$ cat src/rtl/boa_intc_pkg.sv
// Shared constants, mode encoding and claim helper for the boa32 interrupt controller.
package boa_intc_pkg;

  localparam int INTC_MAX_CHANNELS = 32;

  localparam logic [4:0] INTC_PENDING  = 5'h00;
  localparam logic [4:0] INTC_ENABLE   = 5'h04;
  localparam logic [4:0] INTC_MODE     = 5'h08;
  localparam logic [4:0] INTC_POLARITY = 5'h0C;
  localparam logic [4:0] INTC_CLAIM    = 5'h10;
  localparam logic [4:0] INTC_RAW      = 5'h14;

  typedef enum logic {
    INTC_LEVEL = 1'b0,
    INTC_EDGE  = 1'b1
  } intc_mode_t;

  // Index+1 of the lowest set bit, 0 when nothing is active.
  function automatic logic [31:0] intc_claim_id(input logic [31:0] act);
    logic [31:0] id;
    id = 32'd0;
    for (int i = INTC_MAX_CHANNELS - 1; i >= 0; i--) begin
      if (act[i]) begin
        id = 32'(i + 1);
      end else begin
        id = id;
      end
    end
    return id;
  endfunction

endpackage

$ cat src/rtl/boa_mem_bus.sv
// Simple single-cycle-request peripheral bus used on the boa32 peripheral mux.
interface boa_mem_bus;
  logic [31:0] addr;
  logic [3:0]  we;
  logic        re;
  logic [31:0] wdata;
  logic [31:0] rdata;
  logic        ready;

  modport MEM (input addr, input we, input re, input wdata, output rdata, output ready);
  modport CPU (output addr, output we, output re, output wdata, input rdata, input ready);
endinterface

$ cat src/rtl/boa_intc_sync_edge.sv
// Per-channel input synchroniser, polarity correction and rising-edge detector.
module boa_intc_sync_edge #(
  parameter int sync_stages = 2
) (
  input  logic clk,
  input  logic rst_n,
  input  logic i_raw,
  input  logic i_pol,
  output logic o_sync,
  output logic o_s,
  output logic o_rise
);

  logic w_sync;
  logic w_s;
  logic r_prev;

  if (sync_stages == 0) begin : g_bypass
    assign w_sync = i_raw;
  end else begin : g_sync
    logic [sync_stages-1:0] r_sync;

    // Metastability chain toward the clk domain.
    always_ff @(posedge clk or negedge rst_n) begin
      if (!rst_n) begin
        r_sync <= '0;
      end else begin
        r_sync[0] <= i_raw;
        for (int k = 1; k < sync_stages; k++) begin
          r_sync[k] <= r_sync[k-1];
        end
      end
    end

    assign w_sync = r_sync[sync_stages-1];
  end

  assign w_s = w_sync ^ i_pol;

  // Previous value of the polarity-corrected input, armed at 0 from reset.
  always_ff @(posedge clk or negedge rst_n) begin
    if (!rst_n) begin
      r_prev <= 1'b0;
    end else begin
      r_prev <= w_s;
    end
  end

  assign o_sync = w_sync;
  assign o_s    = w_s;
  assign o_rise = w_s & ~r_prev;

endmodule

$ cat src/rtl/boa_peri_intc.sv
// boa32 interrupt controller: per-channel level/edge sources, pending/enable
// registers and a lowest-index claim register on the peripheral bus.
module boa_peri_intc
  import boa_intc_pkg::*;
#(
  parameter int channels    = 14,
  parameter int sync_stages = 2
) (
  input  logic                clk,
  input  logic                rst_n,
  boa_mem_bus.MEM             bus,
  input  logic [channels-1:0] irq_in,
  output logic [channels-1:0] irq_out,
  output logic                irq_any
);

  logic [channels-1:0] r_pending, r_enable, r_mode, r_polarity;
  logic [channels-1:0] r_irq_out;
  logic                r_irq_any;
  logic                r_ready;
  logic [31:0]         r_rdata;

  logic [channels-1:0] w_raw, w_s, w_rise;
  logic [31:0]         w_bmask;
  logic [channels-1:0] w_wr_mask, w_wr_bits;
  logic [4:0]          w_off;
  logic                w_wr_any, w_claim_rd;
  logic [31:0]         w_claim_id;
  logic [channels-1:0] w_claim_clr, w_clr, w_mode_fall, w_pending_nxt;
  logic [31:0]         w_rd_data;

  for (genvar g = 0; g < channels; g++) begin : g_ch
    boa_intc_sync_edge #(.sync_stages(sync_stages)) u_sync_edge (
      .clk    (clk),
      .rst_n  (rst_n),
      .i_raw  (irq_in[g]),
      .i_pol  (r_polarity[g]),
      .o_sync (w_raw[g]),
      .o_s    (w_s[g]),
      .o_rise (w_rise[g])
    );
  end

  assign w_bmask    = {{8{bus.we[3]}}, {8{bus.we[2]}}, {8{bus.we[1]}}, {8{bus.we[0]}}};
  assign w_wr_mask  = w_bmask[channels-1:0];
  assign w_wr_bits  = bus.wdata[channels-1:0];
  assign w_off      = {bus.addr[4:2], 2'b00};
  assign w_wr_any   = |bus.we;
  assign w_claim_rd = bus.re && (w_off == INTC_CLAIM);
  assign w_claim_id = intc_claim_id(32'(r_pending & r_enable));

  // A W1C only ever reaches edge channels; the pending mux below enforces that.
  assign w_clr       = ((w_wr_any && (w_off == INTC_PENDING)) ? (w_wr_bits & w_wr_mask) : '0)
                     | w_claim_clr;
  assign w_mode_fall = (w_wr_any && (w_off == INTC_MODE)) ? (r_mode & w_wr_mask & ~w_wr_bits) : '0;

  // One-hot clear for the channel being claimed this cycle.
  always_comb begin
    w_claim_clr = '0;
    for (int i = 0; i < channels; i++) begin
      if (w_claim_rd && (w_claim_id == 32'(i + 1))) begin
        w_claim_clr[i] = 1'b1;
      end else begin
        w_claim_clr[i] = 1'b0;
      end
    end
  end

  // Pending update: level reloads from s, edge sets on a rise (set wins over clear).
  always_comb begin
    w_pending_nxt = r_pending;
    for (int i = 0; i < channels; i++) begin
      if (intc_mode_t'(r_mode[i]) == INTC_EDGE) begin
        if (w_mode_fall[i]) begin
          w_pending_nxt[i] = 1'b0;
        end else if (w_rise[i]) begin
          w_pending_nxt[i] = 1'b1;
        end else if (w_clr[i]) begin
          w_pending_nxt[i] = 1'b0;
        end else begin
          w_pending_nxt[i] = r_pending[i];
        end
      end else begin
        w_pending_nxt[i] = w_s[i];
      end
    end
  end

  // Register read mux; the unused offsets read as zero.
  always_comb begin
    w_rd_data = 32'd0;
    case (w_off)
      INTC_PENDING:  w_rd_data = 32'(r_pending);
      INTC_ENABLE:   w_rd_data = 32'(r_enable);
      INTC_MODE:     w_rd_data = 32'(r_mode);
      INTC_POLARITY: w_rd_data = 32'(r_polarity);
      INTC_CLAIM:    w_rd_data = w_claim_id;
      INTC_RAW:      w_rd_data = 32'(w_raw);
      default:       w_rd_data = 32'd0;
    endcase
  end

  // Register file, pending state and registered interrupt outputs.
  always_ff @(posedge clk or negedge rst_n) begin
    if (!rst_n) begin
      r_pending  <= '0;
      r_enable   <= '0;
      r_mode     <= '0;
      r_polarity <= '0;
      r_irq_out  <= '0;
      r_irq_any  <= 1'b0;
    end else begin
      if (w_wr_any && (w_off == INTC_ENABLE)) begin
        r_enable <= (r_enable & ~w_wr_mask) | (w_wr_bits & w_wr_mask);
      end
      if (w_wr_any && (w_off == INTC_MODE)) begin
        r_mode <= (r_mode & ~w_wr_mask) | (w_wr_bits & w_wr_mask);
      end
      if (w_wr_any && (w_off == INTC_POLARITY)) begin
        r_polarity <= (r_polarity & ~w_wr_mask) | (w_wr_bits & w_wr_mask);
      end
      r_pending <= w_pending_nxt;
      r_irq_out <= r_pending & r_enable;
      r_irq_any <= |(r_pending & r_enable);
    end
  end

  // Bus response: one-cycle ready for every request, rdata only on reads.
  always_ff @(posedge clk or negedge rst_n) begin
    if (!rst_n) begin
      r_ready <= 1'b0;
      r_rdata <= 32'd0;
    end else begin
      r_ready <= bus.re | w_wr_any;
      r_rdata <= bus.re ? w_rd_data : 32'd0;
    end
  end

  assign bus.ready = r_ready;
  assign bus.rdata = r_rdata;
  assign irq_out   = r_irq_out;
  assign irq_any   = r_irq_any;

endmodule

$ cat src/flat_wrapper.sv
// flat-port wrapper written by rule: the top's interface ports become plain ports
module boa_peri_intc_flat import boa_intc_pkg::*;
#(
  parameter int channels    = 14,
  parameter int sync_stages = 2
)
  (clk, rst_n, irq_in, irq_out, irq_any, bus_addr, bus_we, bus_re, bus_wdata, bus_rdata, bus_ready);
  boa_mem_bus bus_i ();
  input  logic clk;
  input  logic rst_n;
  input  logic [channels-1:0] irq_in;
  output logic [channels-1:0] irq_out;
  output logic irq_any;
  input wire logic [$bits(bus_i.addr)-1:0] bus_addr;
  input wire logic [$bits(bus_i.we)-1:0] bus_we;
  input wire logic [$bits(bus_i.re)-1:0] bus_re;
  input wire logic [$bits(bus_i.wdata)-1:0] bus_wdata;
  output wire logic [$bits(bus_i.rdata)-1:0] bus_rdata;
  output wire logic [$bits(bus_i.ready)-1:0] bus_ready;
  assign bus_i.addr = bus_addr;
  assign bus_i.we = bus_we;
  assign bus_i.re = bus_re;
  assign bus_i.wdata = bus_wdata;
  assign bus_rdata = bus_i.rdata;
  assign bus_ready = bus_i.ready;
  boa_peri_intc #(.channels(channels), .sync_stages(sync_stages)) u_core (.clk(clk), .rst_n(rst_n), .bus(bus_i), .irq_in(irq_in), .irq_out(irq_out), .irq_any(irq_any));
endmodule
$ cat config.mk
export PLATFORM = sky130hd
export DESIGN_NAME = boa_peri_intc_flat
export DESIGN_NICKNAME = d
export VERILOG_FILES = /design/src/rtl/boa_intc_pkg.sv /design/src/rtl/boa_mem_bus.sv /design/src/rtl/boa_intc_sync_edge.sv /design/src/rtl/boa_peri_intc.sv /design/src/flat_wrapper.sv
export SDC_FILE = /design/constraint.sdc
export NUM_CORES = 1
export LEC_CHECK = 0
export CAP_MARGIN = 25
export CORE_UTILIZATION = 54
export CTS_CLUSTER_DIAMETER = 100
export DETAILED_ROUTE_END_ITERATION = 6
export GPL_TIMING_DRIVEN = 1
export PLACE_DENSITY = 0.89
export SETUP_SLACK_MARGIN = 0.1
export SLEW_MARGIN = 20
export SYNTH_ARGS = -nofsm -noshare
export SYNTH_HDL_FRONTEND = slang
export SYNTH_SLANG_ARGS = --single-unit
$ cat constraint.sdc
create_clock -name clk -period 5.2 [get_ports clk]
set_input_delay 0.78 -clock clk [delete_from_list [all_inputs] [get_ports clk]]
set_output_delay 0.78 -clock clk [all_outputs]
set_load 0.02 [all_outputs]
==> summary.txt, run 1 <==
Status
  • Outcome: completed

Timing
  • Fin Hold WS: 312 ps
  • Final setup vio count: 0
  • Final Skew: 9.81 ps
  • Minimum clock period: 2960 ps
  • Peak Freq: 0.338 GHz
  • Setup_tns: 0 ps
  • Unrepaired setup endpoints after global routing: no
  • Final Hold Viols: 0
  • Pins Over Slew Limit: 0
  • Slew Limit Headroom: 34.2%
  • Final period utilization: 56.8%
  • Worst slew pin tran: 985 ps

Floorplan
  • # rows: 37
  • Floorplan core area: 0.0103 mm^2
  • Die ar.: 0.0109 mm^2
  • Num ports: 133
  • Die Wd: 105 um
  • Initial Utilization: 55.3%
  • Die Height: 105 um

Final layout
  • Layout cells sized above 1: 17.3%
  • Fin util: 68.9%
  • Antenna cells: 0
  • Design area: 0.00708 mm^2
  • Final nets: 655
  • Syn-to-layout area delta: 24.5%

Placed design
  • DP Area: 0.00646 mm^2
  • Port bufs: 67
  • Post-DP HPWL: 9230 um
  • Routability congestion estimate: 0.942

Critical path
  • Worst-path cell chain: clkdlybuf4s50_1, nor2b_1, nand2_1, nor2_1, mux2_2
  • Max stage delay on crit path: 970 ps
  • Startpoint types: input port
  • Arr. time, crit path: 3350 ps
  • Worst Setup End Kind: flop
  • Crit path max-delay cell type: clkdlybuf4s50_1
  • Crit Path Max Fanout: 15
  • CP Data Required Time: 5600 ps
  • Kind of critical path: input port to flop

Synth
  • Synthesized cell area: 0.00569 mm^2
  • Post-synth cell types: 51
  • Synth Instances: 492
  • Seq/Total Area, Yosys: 56.3%
  • Yosys warnings: 0
  • Number of synthesized flops with an enable pin: 0
  • Synth top area cells: dfrtp_1, mux2_2, a22oi_1, nor2_1, buf_4
  • Cell taking the most area after synthesis: dfrtp_1
  • Avg Cell Area, Syn: 11.6 um^2
  • FF+latch count, synth: 128
  • FFs w/ async S/R, synth: 100%
  • Ys flop type: dfrtp_1
  • Yosys top cell area share: 56.3%

Detailed routing
  • 1st-iter DRT viols: 317
  • DR vias: 4393
  • WL/cell: 19.9 um
  • Drt first pass iters: 6
  • Routed WL: 14300 um
  • Final ANT Viol Nets: 0
  • Vias per cell: 6.11
  • Remaining DRCs: 0

Global route
  • Vias in the first global route: 4448
  • First-pass GRT wire length: 23000 um
  • Pin count of the biggest net entering global routing: 87
  • Total GRT Usage: 27.9%
  • Initial antenna violation count: 0
  • Total grt overflow: 0

Clocking
  • Setup bufs post-CTS: 0
  • CTS tree: built
  • CTS sink cnt: 128
  • CTS hold repair buffers: 0
  • Clk slew on worst S/H paths: 60 ps
  • CTS resizes: 0
  • Clock Root Buffer: clkbuf_8
  • Clock Path Buffers: 2
  • H-tree depth: 4
  • Num CTS Buffers: 17
  • Worst-Skew Late Latency: 520 ps

Power and ir drop
  • Pwr dens: 486 mW/mm^2
  • Max VDD drop: 0.000225 V
  • LEAKAGE: 3.08 nW

Worst hold path
  • Hold WC Path Type: input port to asynchronous set/reset pin

Run
  • Maxcap violations: 0
==> per-stage QoR <==
stage	power (mW)	std cells	setup slack, ps
after floorplan	1.87	509	3030
after global placement	2.13	687	1880
after detailed placement	2.18	687	1840
after CTS	3.43	719	2320
after global routing	3.57	719	2200
final	3.44	719	2240
==> final cells by class <==
| cell class | instances | area (um^2) |
|---|---|---|
| Clock buffer | 19 | 432 |
| Clock inverter | 13 | 188 |
| Fill cell | 715 | 3200 |
| Inverter | 14 | 52.6 |
| Multi-Input combinational cell | 333 | 2290 |
| Sequential cell | 128 | 3200 |
| Tap cell | 136 | 170 |
| Timing Repair Buffer | 76 | 739 |
==> cells by family after synthesis <==
kind of cell    after synthesis  synth area share (%)
flops                       128                  56.3
simple gates                124                  10.5
compound gates              109                  13.1
mux                          60                  12.2
buf+inv                      48                  4.42
xor+xnor                     22                  3.39
other cells                   1                0.0660
==> where the power goes <==
part	total, mW	internal, mW	leakage, nW	switching, mW
logic	0.834	0.375	1.24	0.458
clock network	1.24	0.792	0.294	0.449
registers	1.37	1.20	1.55	0.168
==> layout by cell type, fill, tap and decap left out, types with 3 or more instances in the layout <==
master and count:
and2_1 13, nand2b_1 9, clkdlybuf4s50_1 66, o2111ai_1 5, xnor2_1 14, bufinv_16 4
o22ai_1 8, clkinvlp_4 3, nor2b_1 6, nand3_1 12, a22o_1 6, xor2_1 8
a211oi_1 7, dfrtp_1 128, buf_4 9, a31oi_1 6, o211ai_1 5, a21oi_1 12
mux2_2 52, a22oi_1 20, inv_1 14, clkinv_4 4, nor2_1 37, conb_1 18
nor3_1 4, nand2_1 32, mux2i_1 6, clkbuf_16 16, o21ai_0 23
==> cell usage after synthesis (all sizes together) (3+ instances only) <==
cell type,count
xor2,8
nor3,4
mux2,52
buf,26
a21oi,12
a31oi,6
and2,15
o211ai,5
nand3,12
dfrtp,128
clkbuf,8
a211oi,7
o2111ai,5
inv,14
nand2,32
nand2b,9
mux2i,6
o22ai,8
xnor2,14
a22o,6
o21ai,24
nor2b,6
nor2,37
a22oi,20
a211o,3
==> metal layers <==
layer / up-vias / routed length (um) / GRT usage, %
met5: - / 0 / 0
met4: 0 / 613 / 16.6
met3: 64 / 1160 / 7.36
met2: 279 / 7140 / 44.1
met1: 2174 / 5390 / 34.6
li1: 1876 / - / -
==> critical path: cells and delay by family <==
family                 cells  cell delay, ps
buffers and inverters      1             970
and+or+nand+nor            3            1170
muxes                      1             430
==> final timing paths <==
| check | from | to | slack, ps | cells after the start |
|---|---|---|---|---|
| max | bus_addr[2] | flop | 2240 | 5 |
| min in group clk | u_core.g_ch[0].u_sync_edge.g_sync.r_sync[0] | u_core.g_ch[0].u_sync_edge.g_sync.r_sync[1] | 350 | 0 |
| max in group asynchronous | rst_n | u_core.r_pending[1] | 3860 | 2 |
| min reg2reg | u_core.g_ch[0].u_sync_edge.g_sync.r_sync[0] | u_core.g_ch[0].u_sync_edge.g_sync.r_sync[1] | 350 | 0 |
| max reg2reg | u_core.r_pending[11] | u_core.r_pending[6] | 3070 | 6 |
| min | rst_n | u_core.g_ch[13].u_sync_edge.g_sync.r_sync[1] | 310 | 1 |
No activity file was read; power rests on OpenSTA's default activity.
==> run 2, diff against run 1 <==
CORE_UTILIZATION = 50   (was 54)
PLACE_DENSITY = 0.84   (was 0.89)
clock period = 2.86 ns   (was 5.2 ns; I/O delays follow)
==> run 2 against run 1 <==
Against the previous run:
- global-route usage decreased by 1.4 points
- combinational power increased by 83%
- worst setup slack got worse by 1700 ps
- sequential power increased by 80%
- register-to-register slack got worse by 2500 ps
- utilization decreased by 3.4 points
- sequential cell count unchanged
- wire length decreased by 1.5%
- critical path depth increased by 1
- non-clock buffer count increased by 10
- cell area increased by 1.2%
==> summary.txt, run 2 (same netlist as run 1, synthesis figures left out) <==
Final layout
  • Final nets: 665
  • Design area: 0.00716 mm^2
  • Syn-to-layout area delta: 26.0%
  • Commonest non-fill, non-tap cell in the layout: dfrtp_1
  • Layout cells sized above 1: 17.9%
  • Filler cell count: 808
  • Final Non-Filler Cells: 733
  • Most frequent cells in the layout: dfrtp_1, clkdlybuf4s50_1, mux2_2
  • Antenna cells: 0

Power and ir drop
  • Pwr dens: 863 mW/mm^2
  • LEAKAGE: 3.14 nW
  • Power Total: 6.19 mW
  • Max VDD drop: 0.000585 V

Detailed routing
  • Final ANT Viol Nets: 0
  • 1st-iter DRT viols: 226
  • WL/cell: 19.2 um
  • DR vias: 4314
  • Drt first pass iters: 5
  • Vias per cell: 5.89
  • Routed WL: 14100 um
  • Remaining DRCs: 0

Placed design
  • Routability congestion estimate: 0.932
  • DP Area: 0.00656 mm^2
  • Post-DP HPWL: 9700 um
  • Port bufs: 67
  • Inst Count DP: 701

Floorplan
  • Floorplan core area: 0.0109 mm^2
  • # rows: 38
  • Die ar.: 0.0118 mm^2
  • Die Height: 109 um
  • Die Wd: 109 um
  • Num ports: 133
  • Initial Utilization: 52.0%

Clocking
  • CTS resizes: 0
  • CTS hold repair buffers: 0
  • Worst-Skew Late Latency: 420 ps
  • Clk slew on worst S/H paths: 60 ps
  • Clock Root Buffer: clkbuf_16
  • Setup bufs post-CTS: 0
  • Clock Path Buffers: 2
  • Num CTS Buffers: 17
  • CTS tree: built
  • CTS sink cnt: 128
  • H-tree depth: 4

Critical path
  • Worst-path cell chain: a22o_1, o211a_1, o31a_1, or2_4, nor4_1, o21ai_1
  • Critical Path Source: u_core.r_pending[11]
  • Worst Setup End Kind: flop
  • Arr. time, crit path: 2570 ps
  • Crit Path Max Fanout: 5
  • Max stage delay on crit path: 440 ps
  • Kind of critical path: flop to flop
  • CP Data Required Time: 3150 ps
  • Crit path max-delay cell type: nor4_1
  • Startpoint types: flop
  • Worst R2R Start: u_core.r_pending[11]

Status
  • Outcome: completed

Timing
  • Final Hold Viols: 0
  • Minimum clock period: 2280 ps
  • Worst slew pin tran: 658 ps
  • Pins Over Slew Limit: 0
  • Peak Freq: 0.439 GHz
  • Fin Hold WS: 11.9 ps
  • Slew Limit Headroom: 56.0%
  • Setup_tns: 0 ps
  • Final Skew: 5.97 ps
  • Unrepaired setup endpoints after global routing: no
  • Final period utilization: 79.6%
  • Final setup vio count: 0

Global route
  • Pin count of the biggest net entering global routing: 61
  • Vias in the first global route: 4323
  • Initial antenna violation count: 0
  • Total GRT Usage: 26.5%
  • Total grt overflow: 0
  • First-pass GRT wire length: 22500 um

Run
  • Maxcap violations: 0

Worst hold path
  • Hold WC Path Type: input port to asynchronous set/reset pin
run 2: changes by cell type in the layout (fill, tap and decap cells not counted):
cell	before	now
buf_4	9	18
clkbuf_16	16	17
buf_6	1	0
clkinv_4	4	0
buf_12	0	2
bufinv_16	4	3
clkinvlp_4	3	0
clkbuf_8	2	4
clkbuf_1	1	6
run 2: cell type report:
type / instances / area (um^2) / share of cell area, %
clock inverter: 5 / 100 / 1.40
timing repair buffer: 86 / 836 / 11.7
clock buffer: 27 / 503 / 7.02
multi-input combinational: 333 / 2290 / 32.0
inverter: 14 / 52.6 / 0.733
sequential: 128 / 3200 / 44.7
tap: 140 / 175 / 2.44
run 2: path summary, 6_finish.rpt:
check / to / slack (ps) / depth (start not counted)
setup / recovery: u_core.r_pending[6] / 580 / 6
setup reg to reg: u_core.r_pending[6] / 580 / 6
min in group clk: u_core.g_ch[10].u_sync_edge.g_sync.r_sync[1] / 340 / 0
hold / removal: asynchronous set/reset pin / 10 / 1
hold reg to reg: u_core.g_ch[10].u_sync_edge.g_sync.r_sync[1] / 340 / 0
max in group asynchronous: u_core.g_ch[13].u_sync_edge.g_sync.r_sync[1] / 2110 / 2
run 2: worst max-delay path, delay by kind of cell, from the launching register on:
kind	cells	cell delay, ps
AO/OA/AOI/OAI	4	1010
AND/OR/NAND/NOR	2	730
flip-flops	1	410
run 2: report_power, final:
part	internal, mW	switching [mW]	total, mW
clock network	1.46	0.727	2.19
logic	0.693	0.837	1.53
registers	2.18	0.289	2.47
total	4.33	1.85	6.19
run 2: per-layer routing:
metal | wire, um | part of all wire, % | up-vias | global-route usage [%]
met5 | 0 | 0 | - | 0
met4 | 337 | 2.4 | 0 | 12.4
met3 | 1140 | 8.1 | 35 | 8.13
met2 | 6830 | 48 | 236 | 41.5
met1 | 5800 | 41 | 2142 | 33.6
li1 | - | - | 1901 | -
run 2: per-stage QoR:
step | util [%] | setup slack, ps
3_5_place_dp | 60.0 | 433
3_3_place_gp | 60.0 | 455
5_1_grt | 65.5 | 516
4_1_cts | 65.5 | 641
2_1_floorplan | - | 983
6_report | 65.5 | 582
==> run 3, diff against run 2 <==
CORE_UTILIZATION = 45   (was 50)
PLACE_DENSITY = 0.8   (was 0.84)
clock period = 2 ns   (was 2.86 ns; I/O delays follow)
==> run 3 against run 2 <==
Against the previous run:
- cell area grew 8.1%
- critical path depth unchanged
- worst setup slack worse by 630 ps
- maximum frequency up 11%
- worst hold slack got worse by 40 ps
- global-route usage decreased by 2.7 points
- sequential cell count stayed put
- critical path type unchanged
- the run now ends with hold timing, setup timing left
==> summary.txt, run 3 (same netlist as run 1, synthesis figures left out) <==
Placed design
  • Port bufs: 67
  • Post-DP HPWL: 10100 um
  • Routability congestion estimate: 0.929

Clocking
  • Worst-Skew Late Latency: 410 ps
  • Clock Path Buffers: 2
  • CTS sink cnt: 128
  • Num CTS Buffers: 17
  • Clk slew on worst S/H paths: 50 ps
  • Clock Root Buffer: clkbuf_16
  • H-tree depth: 4
  • CTS hold repair buffers: 0
  • CTS tree: built

Critical path
  • Kind of critical path: flop to flop
  • CP Depth: 6
  • Worst Setup End Kind: flop
  • CP top delay family: compound AO/OA/AOI/OAI gates
  • Max stage delay on crit path: 400 ps
  • Crit Path Max Fanout: 3
  • CP Data Required Time: 2300 ps
  • Startpoint types: flop
  • Worst-path cell chain: a22o_1, o211a_1, o31a_1, or2_4, nand4b_1, a22o_1
  • CP Buf/Inv Count: 0
  • Worst r2r dst: u_core.r_pending[2]
  • Most frequent CP cell: a22o_1
  • Worst setup endpoint: u_core.r_pending[2]
  • Crit path max-delay cell type: dfrtp_1
  • Arr. time, crit path: 2340 ps
  • Reg2reg setup slack: -40 ps
  • Worst reg2reg path depth: 6

Power and ir drop
  • LEAKAGE: 3.43 nW
  • Power Total: 9.59 mW
  • Max VDD drop: 0.000643 V
  • Pwr dens: 1240 mW/mm^2

Detailed routing
  • Drt first pass iters: 4
  • Routed WL: 14600 um
  • Vias per cell: 5.53
  • Final ANT Viol Nets: 0
  • WL/cell: 18.1 um
  • 1st-iter DRT viols: 372
  • DR vias: 4454
  • Remaining DRCs: 0

Global route
  • Initial antenna violation count: 0
  • Vias in the first global route: 4511
  • Total grt overflow: 0
  • Total GRT Usage: 23.7%
  • Pin count of the biggest net entering global routing: 129
  • First-pass GRT wire length: 23000 um

Floorplan
  • Die Wd: 114 um
  • Initial Utilization: 46.7%
  • Num ports: 133
  • Floorplan core area: 0.0122 mm^2
  • Die ar.: 0.0131 mm^2
  • # rows: 40
  • Die Height: 114 um

Timing
  • Worst Slack Setup Final: -44.2 ps
  • Final period utilization: 102%
  • Minimum clock period: 2040 ps
  • Pins Over Slew Limit: 0
  • Fin Hold WS: -27.7 ps
  • Unrepaired setup endpoints after global routing: yes
  • Worst slew pin tran: 689 ps
  • Final setup vio count: 2
  • Peak Freq: 0.489 GHz
  • Slew Limit Headroom: 54.0%
  • Final Skew: 8.63 ps
  • Setup_tns: -56.9 ps
  • Final Hold Viols: 14

Final layout
  • Antenna cells: 0
  • Syn-to-layout area delta: 36.2%
  • Commonest non-fill, non-tap cell in the layout: dfrtp_1
  • Final nets: 712
  • Filler cell count: 884
  • Most frequent cells in the layout: dfrtp_1, clkdlybuf4s50_1, buf_4
  • Layout cells sized above 1: 26.8%
  • Register Area: 0.00320 mm^2
  • Fin util: 63.7%
  • Multi-input logic area: 0.00241 mm^2

Run
  • Maxcap violations: 0

Status
  • Violated checks: hold timing, setup timing
  • Outcome: finished with violations

Worst hold path
  • Hold WC Path Type: input port to asynchronous set/reset pin
[run 3: changes by cell type in the layout (fill, tap and decap cells not counted), sizes merged]
cell,previous run,this run
clkinv,2,1
buf,20,67
bufinv,3,4
clkbuf,27,24
[run 3: worst min path at each step]
stage / start / to / slack [ps] / cells past startpoint
global placement: u_core.g_ch[10].u_sync_edge.g_sync.r_sync[0] / u_core.g_ch[10].u_sync_edge.g_sync.r_sync[1] / 330 / 0
finish: rst_n / u_core.bus.rdata[0] / -30 / 2
global route: rst_n / u_core.bus.rdata[1] / 40 / 2
floorplan: rst_n / asynchronous set/reset pin / 4 / 0
detailed placement: u_core.g_ch[10].u_sync_edge.g_sync.r_sync[0] / u_core.g_ch[10].u_sync_edge.g_sync.r_sync[1] / 330 / 0
CTS: rst_n / asynchronous set/reset pin / 20 / 2
[run 3: stage by stage]
step           area [um^2]  instances  worst slack (ps)
2_1_floorplan         5750        509               123
3_3_place_gp          6950        771              -131
3_5_place_dp          6950        771              -137
4_1_cts               7650        803             -10.5
5_1_grt               7750        805             -89.5
6_report              7750        805             -44.2
[run 3: worst register-to-register path: cells and delay by family (launching register included)]
family             cells  cell delay (ps)
AOI/OAI and AO/OA      4             1050
and+or+nand+nor        2              490
DFF                    1              400
[run 3: area by class of cell]
class                   instances  share of cell area (%)
clock buffers                  24                    6.61
clock inverters                 5                    1.62
inverters                      14                   0.678
multi-input cells             333                    31.2
flip-flops and latches        128                    41.4
well taps                     168                    2.71
repair buffers                133                    15.9
[run 3: metal layers]
layer,up-vias,track usage [%],part of all wire (%)
met3,30,7.09,6.4
met1,2246,29.8,43
met4,0,10.3,2.3
met2,186,38.1,49
li1,1992,-,-
met5,-,0,0
[run 3: power breakdown]
part	switching, mW	internal (mW)
clock	1.05	2.26
sequential	0.406	3.12
combinational	1.39	1.36
[run 3: what timing repair did]
| action | CTS | global route |
|---|---|---|
| setup buffers | 3 | 2 |
| endpoints found under the hold margin | 0 | 0 |
| pin swaps | 2 | 4 |
| resized for setup | 9 | 18 |
| endpoints found under the setup margin | 11 | 15 |
